--- src/rtl/voter_seq.sv ---
// Clocked N-voter ballot collector: one vote per voter per session, bounded window, one-hot verdict on valid/ready.
// Optional build macro VOTER_SEQ_VETO_EN gives voter 0 a veto (a recorded "no" forces fail and closes the session).
module voter_seq #(
    parameter  int N_VOTERS = 4,
    parameter  int TIMEOUT  = 16,
    localparam int CW       = $clog2(N_VOTERS + 1)
) (
    input  logic                clk,
    input  logic                rst,
    input  logic                start,
    input  logic [N_VOTERS-1:0] vote_valid,
    input  logic [N_VOTERS-1:0] vote_yes,
    output logic                busy,
    output logic                res_valid,
    input  logic                res_ready,
    output logic [2:0]          O,
    output logic [CW-1:0]       yes_cnt,
    output logic [CW-1:0]       no_cnt,
    output logic                timed_out
);

    localparam int TW = (TIMEOUT > 1) ? $clog2(TIMEOUT) : 1;

    typedef enum logic [1:0] {
        IDLE    = 2'd0,
        COLLECT = 2'd1,
        RESULT  = 2'd2
    } state_t;

    state_t              state, state_nxt;
    logic [N_VOTERS-1:0] voted, voted_nxt;
    logic [TW-1:0]       timer, timer_nxt;
    logic [CW-1:0]       yes_nxt, no_nxt;
    logic [2:0]          o_nxt;
    logic                to_nxt;

    logic [N_VOTERS-1:0] new_votes;
    logic [N_VOTERS-1:0] cand_voted;
    logic [CW-1:0]       yes_add, no_add;
    logic [CW-1:0]       cand_yes, cand_no;
    logic                all_voted, timer_done, veto;

    // Verdict at CW+1 bits so 2*yes never wraps.
    function automatic logic [2:0] verdict(input logic [CW-1:0] yes);
        logic [CW:0] twice_yes;
        logic [CW:0] n_ext;
        twice_yes = {yes, 1'b0};
        n_ext     = (CW + 1)'(N_VOTERS);
        if (twice_yes > n_ext)
            verdict = 3'b100;
        else if (twice_yes == n_ext)
            verdict = 3'b010;
        else
            verdict = 3'b001;
    endfunction

    assign new_votes  = vote_valid & ~voted;
    assign cand_voted = voted | vote_valid;
    assign cand_yes   = yes_cnt + yes_add;
    assign cand_no    = no_cnt + no_add;
    assign all_voted  = &cand_voted;
    assign timer_done = (timer == TW'(TIMEOUT - 1));

`ifdef VOTER_SEQ_VETO_EN
    assign veto = new_votes[0] & ~vote_yes[0];
`else
    assign veto = 1'b0;
`endif

    always_comb begin
        yes_add = '0;
        no_add  = '0;
        for (int i = 0; i < N_VOTERS; i++) begin
            yes_add = yes_add + CW'(new_votes[i] & vote_yes[i]);
            no_add  = no_add + CW'(new_votes[i] & ~vote_yes[i]);
        end
    end

    always_comb begin
        state_nxt = state;
        voted_nxt = voted;
        timer_nxt = timer;
        yes_nxt   = yes_cnt;
        no_nxt    = no_cnt;
        o_nxt     = O;
        to_nxt    = timed_out;
        case (state)
            IDLE: begin
                if (start) begin
                    state_nxt = COLLECT;
                    voted_nxt = '0;
                    timer_nxt = '0;
                    yes_nxt   = '0;
                    no_nxt    = '0;
                    to_nxt    = 1'b0;
                end
            end
            COLLECT: begin
                voted_nxt = cand_voted;
                yes_nxt   = cand_yes;
                no_nxt    = cand_no;
                timer_nxt = timer + TW'(1);
                // All-voted and veto closes take priority over the timeout flag.
                if (all_voted || timer_done || veto) begin
                    state_nxt = RESULT;
                    to_nxt    = ~all_voted & ~veto;
                    o_nxt     = veto ? 3'b001 : verdict(cand_yes);
                end
            end
            RESULT: begin
                if (res_ready) begin
                    state_nxt = IDLE;
                    o_nxt     = 3'b000;
                end
            end
            default: state_nxt = IDLE;
        endcase
    end

    always_ff @(posedge clk or posedge rst) begin
        if (rst) begin
            state     <= IDLE;
            voted     <= '0;
            timer     <= '0;
            yes_cnt   <= '0;
            no_cnt    <= '0;
            O         <= 3'b000;
            timed_out <= 1'b0;
        end else begin
            state     <= state_nxt;
            voted     <= voted_nxt;
            timer     <= timer_nxt;
            yes_cnt   <= yes_nxt;
            no_cnt    <= no_nxt;
            O         <= o_nxt;
            timed_out <= to_nxt;
        end
    end

    assign busy      = (state != IDLE);
    assign res_valid = (state == RESULT);

endmodule
--- config.mk ---
export PLATFORM = sky130hd
export DESIGN_NAME = voter_seq
export DESIGN_NICKNAME = d
export VERILOG_FILES = /design/src/rtl/voter_seq.sv
export SDC_FILE = /design/constraint.sdc
export NUM_CORES = 1
export LEC_CHECK = 0
export ABC_AREA = 1
export CORE_MARGIN = 3
export CORE_UTILIZATION = 40
export CTS_BUF_LIST = sky130_fd_sc_hd__clkbuf_16
export DETAILED_ROUTE_END_ITERATION = 7
export HOLD_SLACK_MARGIN = 0.15
export MAX_ROUTING_LAYER = met4
export SYNTH_ARGS = -nofsm -noshare
export SYNTH_HDL_FRONTEND = slang
export SYNTH_SLANG_ARGS = --single-unit
--- constraint.sdc ---
create_clock -name clk -period 3.7 [get_ports clk]
set_input_delay 0.555 -clock clk [delete_from_list [all_inputs] [get_ports clk]]
set_output_delay 0.555 -clock clk [all_outputs]
set_load 0.1 [all_outputs]
Word level (Yosys, flattened, before mapping) --
Cells that the tools add are included. W data, S select, Z words.
Word-level totals: register bits after elaboration 20, latch bits 0, bits in writable memories 0, ROM bits 0, input port bits 12, logic and storage cells 68, memories kept 0
Operators by class: add/sub/neg operators 9, $mul 0, divide/modulo/power cells 0, order comparisons 1, equal/unequal tests 7, shift-type cells 0, muxes and demuxes 18, bitwise gates (word level) 16, reduce and logical (&&, ||, !) cells 10
Operators with widths (number):
- $pmux W3 S2 | 3
- $pmux W4 S2 | 2
- $add A3 B3 Y3 | 5
- $and A1 B3 Y3 | 4
- $mux W3 | 4
- $not A1 Y3 | 4
- $reduce_and A3 Y1 | 3
- $mux W2 | 4
- $pmux W2 S3 | 1
- $reduce_bool A2 Y1 | 3
- $add A4 B1 Y4 const B | 1
- $and A1 B1 Y1 | 4
- $and A4 B4 Y4 | 1
- $eq A4 B4 Y1 const B | 1
- $gt A4 B3 Y1 const B | 1
- $mux W4 | 1
- $ne A2 B2 Y1 const B | 2
- $not A4 Y4 | 1
- $or A4 B4 Y4 | 1
- $reduce_and A4 Y1 | 1
- $add A2 B1 Y3 | 1
- $add A3 B1 Y3 | 1
- $eq A3 B2 Y1 const B | 1
- $add A1 B1 Y2 | 1
- 9 further kinds | 10

Logic depth before layout (Yosys ltp) --
word-level depth 12, mapped depth 13, gate-level depth less buffers 13

Worst setup path before layout --
No wires, ideal clock.
kind flip-flop to flip-flop, start register yes_cnt[0], end register O[1], setup time 0.067 ns, arrival 3.067 ns, setup slack 0.566 ns, stages on the path, launching flop included 12, buffers on the path 0, period minus slack after synthesis 3.134 ns, cell sequence dfrtp_1 > inv_1 > fa_1 > inv_1 > fa_1 > fa_1 > inv_1 > nor2_1 > nand3_1 > nor2_1 > nand4_1 > nand2_1
On the way: cells in the longest elaborated chain, start to end 6
RTL lines:
- from (decl) | RTL line 17 | output logic [CW-1:0] yes_cnt,
- from (signal assigned) | RTL line 133 | yes_cnt <= yes_nxt;
- $add A3 B3 Y3 * | RTL line 59 | assign cand_yes = yes_cnt + yes_add;
- parallel branches: the longest is 2 deep, another holds $gt A4 B3 Y1
- $mux W3 * | RTL line 49 | if (twice_yes > n_ext)
- $mux W3 * | RTL line 104 | if (all_voted || timer_done || veto) begin
- $pmux W3 S2 * | RTL line 87 | case (state)
- to (signal assigned) | RTL line 135 | O <= o_nxt;
- to (decl) | RTL line 16 | output logic [2:0] O,
Mark *: on every way between the ends. The select of a mux whose other input is x is not followed. A chain may end at the register's enable or synchronous reset.

Worst setup path in the final report --
start input vote_valid[0], end register O[1]
On the way: cells in the longest elaborated chain, start to end 11
RTL lines:
- from (decl) | RTL line 11 | input logic [N_VOTERS-1:0] vote_valid,
- parallel branches: the longest is 11 deep, another holds $gt A4 B3 Y1
Several ways; the timed one is not identified. The select of a mux whose other input is x is not followed.

==> metrics.md <==
| Metric | Value |
|---|---|
| Status | `completed` |
| CTS Sinks | `20` |
| Chip width | `60.8 um` |
| Hold Startpoint | `O[1]` |
| Critical path endpoint category | `flop` |
| Num ports | `24` |
| Row cnt | `19` |
| Cts hold-fix bufs | `0` |
| Seq. cell area | `500 um^2` |
| DIE AREA | `0.00370 mm^2` |
| Root buffer cell | `clkbuf_16` |
| CP top delay family | `adder cells` |
| Floorplan core area | `0.00281 mm^2` |
| Cts repair resizes | `0` |
| Initial core utilization | `0.428` |
| Largest net degree at the start of global routing | `21` |
| DR vias/cell | `5.13` |
| # Post-CTS Setup Buffers | `0` |
| Post-Synthesis Cells | `139` |
| RSZ-0062 raised after global routing | `no` |
| Max_slew headroom | `0.351` |
| Initial antenna violation count | `0` |
| Post-Syn Area | `0.00120 mm^2` |
| Seq pwr share | `0.232` |
| Seq cells post-synth | `20` |
| Critical path required time | `3890 ps` |
| Fillcell total | `258` |
| Syn-to-layout area delta | `29.8%` |
| Clk_lat worst skew | `250 ps` |
| Crit. Startpoint | `vote_valid[0]` |
| Crit-path max cell delay | `560 ps` |
| TritonRoute pass-1 iters | `4` |
| Final setup skew | `2.76 ps` |
| CTS tree | `built` |
| Routed WL per cell | `13.3 um` |
| Yosys warns | `0` |
| Leak pwr | `0.000751 uW` |
| Combinational cell fraction of total power | `0.584` |
| Share of cells above drive strength 1 | `0.0610` |
| Power Dens Cells | `1020 mW/mm^2` |
| Core occupancy in the finished layout | `0.556` |
| Maxcap violations | `0` |
| Hpwl dp | `1.99 mm` |
| Vias in the first global route | `992` |
| Reg-to-Reg Start | `voted[0]` |
| Maximum root-to-sink buffer count | `2` |
| Final Max Slew Viols | `0` |
| Fin area | `0.00156 mm^2` |
| Final Cycle Share | `0.806` |
| H-tree levels | `1` |
| Setup crit start kind | `input port` |
| Fmax achieved | `335 MHz` |
| WP buf/inv | `3` |
| Remaining DRCs | `0` |
| CP max stage cell | `fa_1` |
| Count of different cell masters after synthesis | `22` |
| Final setup TNS | `0 ps` |
| Crit path max fanout | `3` |
| Port Buf Inserts | `23` |
| Hold crit path type | `reg2reg` |
| Minimum clock period | `2980 ps` |
| Placed cell area | `0.00145 mm^2` |
| Critical Path AT | `3170 ps` |
| Switching part of the total | `0.514` |
| Internal Power | `772 uW` |
| Commonest non-fill, non-tap cell in the layout | `clkdlybuf4s50_1` |
| Final Hold Fails | `0` |
| Routed wire length | `2.60 mm` |
| Iteration-0 DRC Markers | `30` |
| Mean area per synthesized cell | `8.64 um^2` |
| Register area share after synthesis | `0.417` |
| NetSw | `818 uW` |
| Chip Height | `60.8 um` |
| CTS buffer count | `3` |
| GRT Total Usage | `0.170` |
| ANT cells | `0` |
| Most frequent cells in the layout | `23 x clkdlybuf4s50_1, 22 x nand2_1, 21 x inv_1` |
| Final ANT Viol Nets | `0` |
| Gpl congestion | `0.764` |
| Final Setup Violations | `0` |
| First-pass GRT wire length | `4.47 mm` |
| Clock share of power | `0.185` |
| Reg clk slew, reported paths | `50 ps` |
| Worst-Margin Slew | `971 ps` |
| Peak supply drop | `432 uV` |
| GRT overflow | `0` |
| Cell Chain, Critical Path | `clkdlybuf4s50_1 -> nand3_1 -> fa_1 -> inv_1 -> fa_1 -> fa_1 -> inv_1 -> nor2_1 -> nand3_1 -> nor2_1 -> nand4_1 -> nand2_1` |
| Syn_nets | `161` |
| Setup Crit Path Kind | `in2reg` |
| Multi-input gate area | `606 um^2` |
| Vias post-DR | `1,001` |
| Most frequent CP cell | `fa_1` |
| # nets final | `187` |
-- cells in the mapped netlist, drive strengths merged --
cell type   n  share of area
nor2       16          0.050
dfrtp      20           0.42
and3        2          0.015
nor3b       2          0.012
ha          4          0.042
o21ai       5          0.021
buf         2          0.014
nor3        6          0.029
nand3b      2          0.012
nand4       5          0.026
nand3      12          0.054
a211oi      2          0.012
inv        21          0.066
nand2      25          0.093
a21oi       9          0.037
fa          6           0.10
-- routing by layer --
metal  vias up  routed length, um  track usage
li1        506                  -            -
met1       478               1190        0.212
met2        15               1310        0.282
met3         2                 80       0.0447
met4         0                 18       0.0279
met5         -                  0            -
-- area by class of cell --
cell class / instances / area share
Tap cell: 31 / 0.0249
Sequential cell: 20 / 0.321
Clock buffer: 3 / 0.0482
Clock inverter: 1 / 0.0193
Timing Repair Buffer: 23 / 0.148
Multi-Input combinational cell: 96 / 0.388
Inverter: 21 / 0.0506
-- flip-flops by register name (all words and copies together), names as in the netlist --
name       flops
O              3
no_cnt         3
state          2
timed_out      1
timer          4
voted          4
yes_cnt        3
-- metrics by stage --
stage | hold slack (ps) | instances | power, uW | setup slack, ps
2_1_floorplan | 467 | 139 | 1100 | 566
3_3_place_gp | 464 | 191 | 1280 | 495
3_5_place_dp | 473 | 191 | 1300 | 454
4_1_cts | 488 | 195 | 1600 | 716
5_1_grt | 515 | 195 | 1710 | 458
6_report | 484 | 195 | 1590 | 717
-- path summary, 6_finish.rpt --
check                           endpoint  cells past startpoint  slack (ps)
worst max-delay path                O[1]                     12         720
worst min-delay path                O[1]                      2         480
worst max register to register      O[1]                     12        1060
worst min register to register      O[1]                      2         480
max in group asynchronous       voted[3]                      2        2470
min in group asynchronous       state[0]                      2         750
-- kinds of logic after synthesis --
logic type                 share of synthesized area
AOI/OAI and AO/OA                             0.0708
adders and majority gates                      0.142
DFF                                            0.417
and+or+nand+nor                                0.292
buffers and inverters                         0.0792
-- power groups by stage --
stage	clock network [uW]	logic [uW]	registers (uW)
2_1_floorplan	0	471	625
6_report	293	928	368
3_5_place_dp	0	927	372
3_3_place_gp	0	916	367
5_1_grt	315	1020	380
4_1_cts	302	934	369
-- worst register-to-register path, stage by stage, from the launching register on --
cell,delay [ps]
dfrtp_1,380
inv_1,100
nand3_1,100
fa_1,510
inv_1,50
fa_1,410
fa_1,560
inv_1,60
nor2_1,80
nand3_1,70
nor2_1,90
nand4_1,100
nand2_1,70
Power figures use the tool's default switching activity.
